==> src/rtl/counter_run_ctrl_if.sv <==
// Command/config and status bundle between a controller source and counter_run_ctrl.
// master drives commands and config; slave is the run controller.
interface counter_run_ctrl_if #(
    parameter int WIDTH  = 4,
    parameter int WRAP_W = 8
) ();
    logic              start;
    logic              stop;
    logic              pause;
    logic [WIDTH-1:0]  cfg_load;
    logic [WIDTH-1:0]  cfg_limit;
    logic              cfg_auto;
    logic [WIDTH-1:0]  out;
    logic              busy;
    logic              done;
    logic [WRAP_W-1:0] wrap_cnt;
    logic [1:0]        state;

    modport master (
        output start, stop, pause, cfg_load, cfg_limit, cfg_auto,
        input  out, busy, done, wrap_cnt, state
    );

    modport slave (
        input  start, stop, pause, cfg_load, cfg_limit, cfg_auto,
        output out, busy, done, wrap_cnt, state
    );
endinterface

==> src/rtl/counter_run_ctrl.sv <==
// Run controller owning the up counter: start/pause/stop, one-shot or auto-reload
// against a shadowed load/limit pair, with registered done pulse and wrap count.
module counter_run_ctrl #(
    parameter int WIDTH  = 4,
    parameter int WRAP_W = 8
) (
    input  logic              clk,
    input  logic              rstn,
    counter_run_ctrl_if.slave bus
);
    localparam logic [1:0] ST_IDLE   = 2'd0;
    localparam logic [1:0] ST_RUN    = 2'd1;
    localparam logic [1:0] ST_PAUSED = 2'd2;
    localparam logic [1:0] ST_DONE   = 2'd3;

    logic [1:0]        state_reg, state_next;
    logic [WIDTH-1:0]  out_reg, out_next;
    logic              done_reg, done_next;
    logic [WRAP_W-1:0] wrap_reg, wrap_next;
    logic [WIDTH-1:0]  load_reg, load_next;
    logic [WIDTH-1:0]  limit_reg, limit_next;
    logic              auto_reg, auto_next;

    always_comb begin
        state_next = state_reg;
        out_next   = out_reg;
        done_next  = 1'b0;
        wrap_next  = wrap_reg;
        load_next  = load_reg;
        limit_next = limit_reg;
        auto_next  = auto_reg;
        if (bus.stop) begin
            // wrap count is deliberately kept so it can be read back after stop
            state_next = ST_IDLE;
            out_next   = '0;
        end else begin
            case (state_reg)
                ST_IDLE, ST_DONE: begin
                    if (bus.start) begin
                        state_next = ST_RUN;
                        out_next   = bus.cfg_load;
                        wrap_next  = '0;
                        load_next  = bus.cfg_load;
                        limit_next = bus.cfg_limit;
                        auto_next  = bus.cfg_auto;
                    end
                end
                ST_RUN: begin
                    // pause wins over a terminal match; the match is re-evaluated after resume
                    if (bus.pause) begin
                        state_next = ST_PAUSED;
                    end else if (out_reg == limit_reg) begin
                        done_next = 1'b1;
                        if (auto_reg) begin
                            out_next = load_reg;
                            if (wrap_reg != {WRAP_W{1'b1}}) begin
                                wrap_next = wrap_reg + WRAP_W'(1);
                            end
                        end else begin
                            state_next = ST_DONE;
                        end
                    end else begin
                        out_next = out_reg + WIDTH'(1);
                    end
                end
                ST_PAUSED: begin
                    if (!bus.pause) begin
                        state_next = ST_RUN;
                    end
                end
                default: begin
                    state_next = ST_IDLE;
                end
            endcase
        end
    end

    always_ff @(posedge clk or negedge rstn) begin
        if (!rstn) begin
            state_reg <= ST_IDLE;
            out_reg   <= '0;
            done_reg  <= 1'b0;
            wrap_reg  <= '0;
            load_reg  <= '0;
            limit_reg <= '0;
            auto_reg  <= 1'b0;
        end else begin
            state_reg <= state_next;
            out_reg   <= out_next;
            done_reg  <= done_next;
            wrap_reg  <= wrap_next;
            load_reg  <= load_next;
            limit_reg <= limit_next;
            auto_reg  <= auto_next;
        end
    end

    assign bus.out      = out_reg;
    assign bus.state    = state_reg;
    assign bus.done     = done_reg;
    assign bus.wrap_cnt = wrap_reg;
    assign bus.busy     = (state_reg == ST_RUN) || (state_reg == ST_PAUSED);
endmodule

==> src/flat_wrapper.sv <==
// flat-port wrapper written by rule: the top's interface ports become plain ports
module counter_run_ctrl_flat 
#(
    parameter int WIDTH  = 4,
    parameter int WRAP_W = 8
)
  (clk, rstn, bus_start, bus_stop, bus_pause, bus_cfg_load, bus_cfg_limit, bus_cfg_auto, bus_out, bus_busy, bus_done, bus_wrap_cnt, bus_state);
  counter_run_ctrl_if #(.WIDTH(WIDTH), .WRAP_W(WRAP_W)) bus_i ();
  input  logic clk;
  input  logic rstn;
  input wire logic [$bits(bus_i.start)-1:0] bus_start;
  input wire logic [$bits(bus_i.stop)-1:0] bus_stop;
  input wire logic [$bits(bus_i.pause)-1:0] bus_pause;
  input wire logic [$bits(bus_i.cfg_load)-1:0] bus_cfg_load;
  input wire logic [$bits(bus_i.cfg_limit)-1:0] bus_cfg_limit;
  input wire logic [$bits(bus_i.cfg_auto)-1:0] bus_cfg_auto;
  output wire logic [$bits(bus_i.out)-1:0] bus_out;
  output wire logic [$bits(bus_i.busy)-1:0] bus_busy;
  output wire logic [$bits(bus_i.done)-1:0] bus_done;
  output wire logic [$bits(bus_i.wrap_cnt)-1:0] bus_wrap_cnt;
  output wire logic [$bits(bus_i.state)-1:0] bus_state;
  assign bus_i.start = bus_start;
  assign bus_i.stop = bus_stop;
  assign bus_i.pause = bus_pause;
  assign bus_i.cfg_load = bus_cfg_load;
  assign bus_i.cfg_limit = bus_cfg_limit;
  assign bus_i.cfg_auto = bus_cfg_auto;
  assign bus_out = bus_i.out;
  assign bus_busy = bus_i.busy;
  assign bus_done = bus_i.done;
  assign bus_wrap_cnt = bus_i.wrap_cnt;
  assign bus_state = bus_i.state;
  counter_run_ctrl #(.WIDTH(WIDTH), .WRAP_W(WRAP_W)) u_core (.clk(clk), .rstn(rstn), .bus(bus_i));
endmodule
==> config.mk <==
export PLATFORM = sky130hd
export DESIGN_NAME = counter_run_ctrl_flat
export DESIGN_NICKNAME = d
export VERILOG_FILES = /design/src/rtl/counter_run_ctrl_if.sv /design/src/rtl/counter_run_ctrl.sv /design/src/flat_wrapper.sv
export SDC_FILE = /design/constraint.sdc
export NUM_CORES = 1
export LEC_CHECK = 0
export CAP_MARGIN = 20
export CORE_MARGIN = 3
export CORE_UTILIZATION = 35
export DETAILED_ROUTE_END_ITERATION = 8
export PLACE_DENSITY = 0.6
export REMOVE_ABC_BUFFERS = 1
export SETUP_SLACK_MARGIN = 0.02
export SKIP_CTS_REPAIR_TIMING = 1
export SYNTH_ARGS = -nofsm -noshare
export SYNTH_HDL_FRONTEND = slang
export SYNTH_SLANG_ARGS = --single-unit
==> constraint.sdc <==
create_clock -name clk -period 2.6 [get_ports clk]
set_input_delay 0.52 -clock clk [delete_from_list [all_inputs] [get_ports clk]]
set_output_delay 0.52 -clock clk [all_outputs]
set_load 0.02 [all_outputs]
==> run_results.csv <==
group,metric,value,unit
detailed_routing,viasPerCell,5.14,
global_route,grt_remaining_overflow,0,
flow_run,maxCapViolCount,0,
synthesis,yosysTopAreaCell,"dfrtp_1",
timing,fin_setup_tns,0,ns
global_route,grt_max_degree,25,
timing,max_freq,438,MHz
worst_setup_path,cpMostUsedCell,"inv_1",
worst_setup_path,crit_family,"buffers and inverters",
detailed_routing,firstDrtPassIters,4,
detailed_routing,vias,1116,
synthesis,synth-edff-count,0,
layout,num-fill-cells,356,
layout,n_antenna_cell,0,
worst_setup_path,cp-start-kind,"flop",
worst_setup_path,worstPathMaxFanout,4,
power_and_ir_drop,ir_drop,0.000365,V
synthesis,synth-seq-cells,24,
worst_setup_path,cp_cell_sequence,"inv_1 > ha_1 > inv_1 > clkdlybuf4s50_1",
worst_setup_path,path_class,"reg2out",
placed_design,place_area,1760,µm²
timing,drv_slew,0,
global_route,grt_usage,13.3,%
timing,finalCritPeriodShare,87.9,%
synthesis,yosys.cell_count.top_type,"dfrtp_1",
layout,drive_gt1_share,14.2,%
cts,tritoncts,"built",
worst_setup_path,cp_slowest_cell,"clkdlybuf4s50_1",
die,rows,22,
power_and_ir_drop,seq_power_share,37.3,%
synthesis,synth_cells,141,
layout,fin_cells,217,
synthesis,ys_types,40,
layout,final_area,1810,µm²
power_and_ir_drop,p_clk_share,13.5,%
placed_design,gp_congestion,0.791,
synthesis,synthFlopType,"dfrtp_1",
die,coreArea,3800,µm²
detailed_routing,drtIter0Drc,46,
detailed_routing,post-route-drc-count,0,
worst_hold_path,hold_path.class,"reg2reg",
power_and_ir_drop,p_int,1.10,mW
synthesis,yosysSeqAreaShare,41.8,%
run_status,status,"completed",
placed_design,dp_hpwl,2.30,mm
synthesis,avgSynthCellArea,10.2,µm²
power_and_ir_drop,p_leak,0.749,nW
layout,utilization,47.8,%
timing,final-hold-violation-count,0,
timing,finalCriticalPeriod,2.29,ns
cts,cts.sinks,24,
layout,areaGrowthSynthToFinish,26.3,%
die,die-height,70.1,µm
timing,skew,0.00729,ns
cts,numCtsBuffers,3,
worst_setup_path,crit_path_max_incr_delay,0.60,ns
power_and_ir_drop,p_per_area,1030,nW/µm²
timing,maxSlewHeadroom,63.2,%
detailed_routing,wl_per_cell,14.2,µm
placed_design,port_buffers,29,
synthesis,synth.cell_area,1440,µm²
power_and_ir_drop,swShare,41.2,%
die,dieArea,4910,µm²
power_and_ir_drop,switching_power,771,µW
die,initial_core_util,37.8,%
die,die_width,70.1,µm
synthesis,yosysWarnings,0,
cts,path_clk_slew,0.09,ns
cts,ctsRootBufferMaster,"clkbuf_8",
timing,worst_pin_slew,0.553,ns
global_route,grt_pass1_vias,1070,
detailed_routing,wirelength,3.09,mm
cts,htree_levels,1,
layout,nets,188,
worst_setup_path,end_kind,"output port",
cts,cts_buffer_depth,2,
cts,clkLatencyLatePin,0.27,ns
synthesis,synth_common_cells,"24 x dfrtp_1, 20 x nand2_1, 9 x mux2_2",
placed_design,place_inst,213,
worst_setup_path,crit_required,2.08,ns
die,num_io_pins,30,
synthesis,synth_top_cell_area_share,41.8,%
global_route,antenna_found_initial,0,
global_route,grt_pass1_wl,5.28,mm
detailed_routing,ant_nets,0,
synthesis,yosys-top-cells-area,"dfrtp_1 42%, mux2_2 7.1%, nand2_1 5.2%, xnor2_2 4.5%, mux2i_1 4.2%",
worst_setup_path,worst-path-buf-inv,3,
layout,largest_reg_flops,8,
timing,setup_viol,0,
synthesis,async_flop_share,100,%
timing,rsz0062_at_grt,"no",
power_and_ir_drop,combPwrFrac,49.2,%
worst_setup_path,worstPathArrival,1.77,ns
## through the flow
stage                     setup slack, ns  total power, mW  hold WS, ns
after floorplan                     0.536             1.30        0.224
after global placement              0.406             1.61        0.491
after detailed placement            0.341             1.64        0.501
after CTS                           0.297             1.90        0.521
after global routing                0.224             2.02        0.545
final                               0.314             1.87        0.515
## per-layer routing
layer  track usage, %  wire length, µm  share of wire, %  vias to the layer above
li1                 -                -                 -                      564
met2             21.1             1510                49                       24
met5                0                0                 0                        -
met1             18.5             1430                46                      526
met3             2.59              115               3.7                        2
met4             3.83               34               1.1                        0
## cell type report
| class | count | area, µm² | share of cell area, % |
|---|---|---|---|
| Timing Repair Buffer | 31 | 305 | 16.8 |
| Tap cell | 48 | 60.1 | 3.31 |
| Multi-Input combinational cell | 103 | 767 | 42.3 |
| Clock buffer | 4 | 55.1 | 3.03 |
| Inverter | 7 | 26.3 | 1.45 |
| Sequential cell | 24 | 601 | 33.1 |
## worst paths after layout
| path | from | to | slack, ns | cells past startpoint |
|---|---|---|---|---|
| max in group asynchronous | rstn | u_core.bus.wrap_cnt[1] | 1.75 | 2 |
| min in group asynchronous | rstn | u_core.limit_reg[3] | 0.61 | 2 |
| setup reg to reg | u_core.bus.state[0] | u_core.bus.wrap_cnt[4] | 0.52 | 6 |
| hold / removal | u_core.load_reg[1] | u_core.load_reg[1] | 0.51 | 1 |
| setup / recovery | u_core.bus.state[0] | bus_busy | 0.31 | 4 |
| hold reg to reg | u_core.load_reg[1] | u_core.load_reg[1] | 0.51 | 1 |
## cell usage in the layout, fill, tap and decap left out, types with 2 or more instances in the layout
master,instances
o211ai_1,6
nor3_1,4
mux2i_1,6
nor4_1,3
nand2_1,20
ha_1,4
o21ai_1,6
and3_1,2
clkbuf_8,4
buf_4,2
nor2_1,8
nand3_1,4
a21oi_1,5
inv_1,6
xnor2_2,4
clkdlybuf4s50_1,29
a2bb2oi_1,2
mux2_2,9
dfrtp_1,24
## kinds of logic after synthesis
group / count (synthesis) / share of synthesized area, %
buffers and inverters: 14 / 4.79
adder cells (fa/ha/maj): 4 / 3.48
flip-flops: 24 / 41.8
XOR/XNOR: 6 / 5.75
multiplexers: 15 / 11.2
AO/OA/AOI/OAI: 28 / 13.4
AND/OR/NAND/NOR: 50 / 19.5
## power groups by stage
stage,sequential [mW],clock (mW),combinational (mW)
2_1_floorplan,0.753,0,0.545
3_3_place_gp,0.697,0,0.916
3_5_place_dp,0.708,0,0.932
4_1_cts,0.700,0.261,0.935
5_1_grt,0.729,0.275,1.02
6_report,0.698,0.254,0.922
Power figures use the tool's default switching activity.
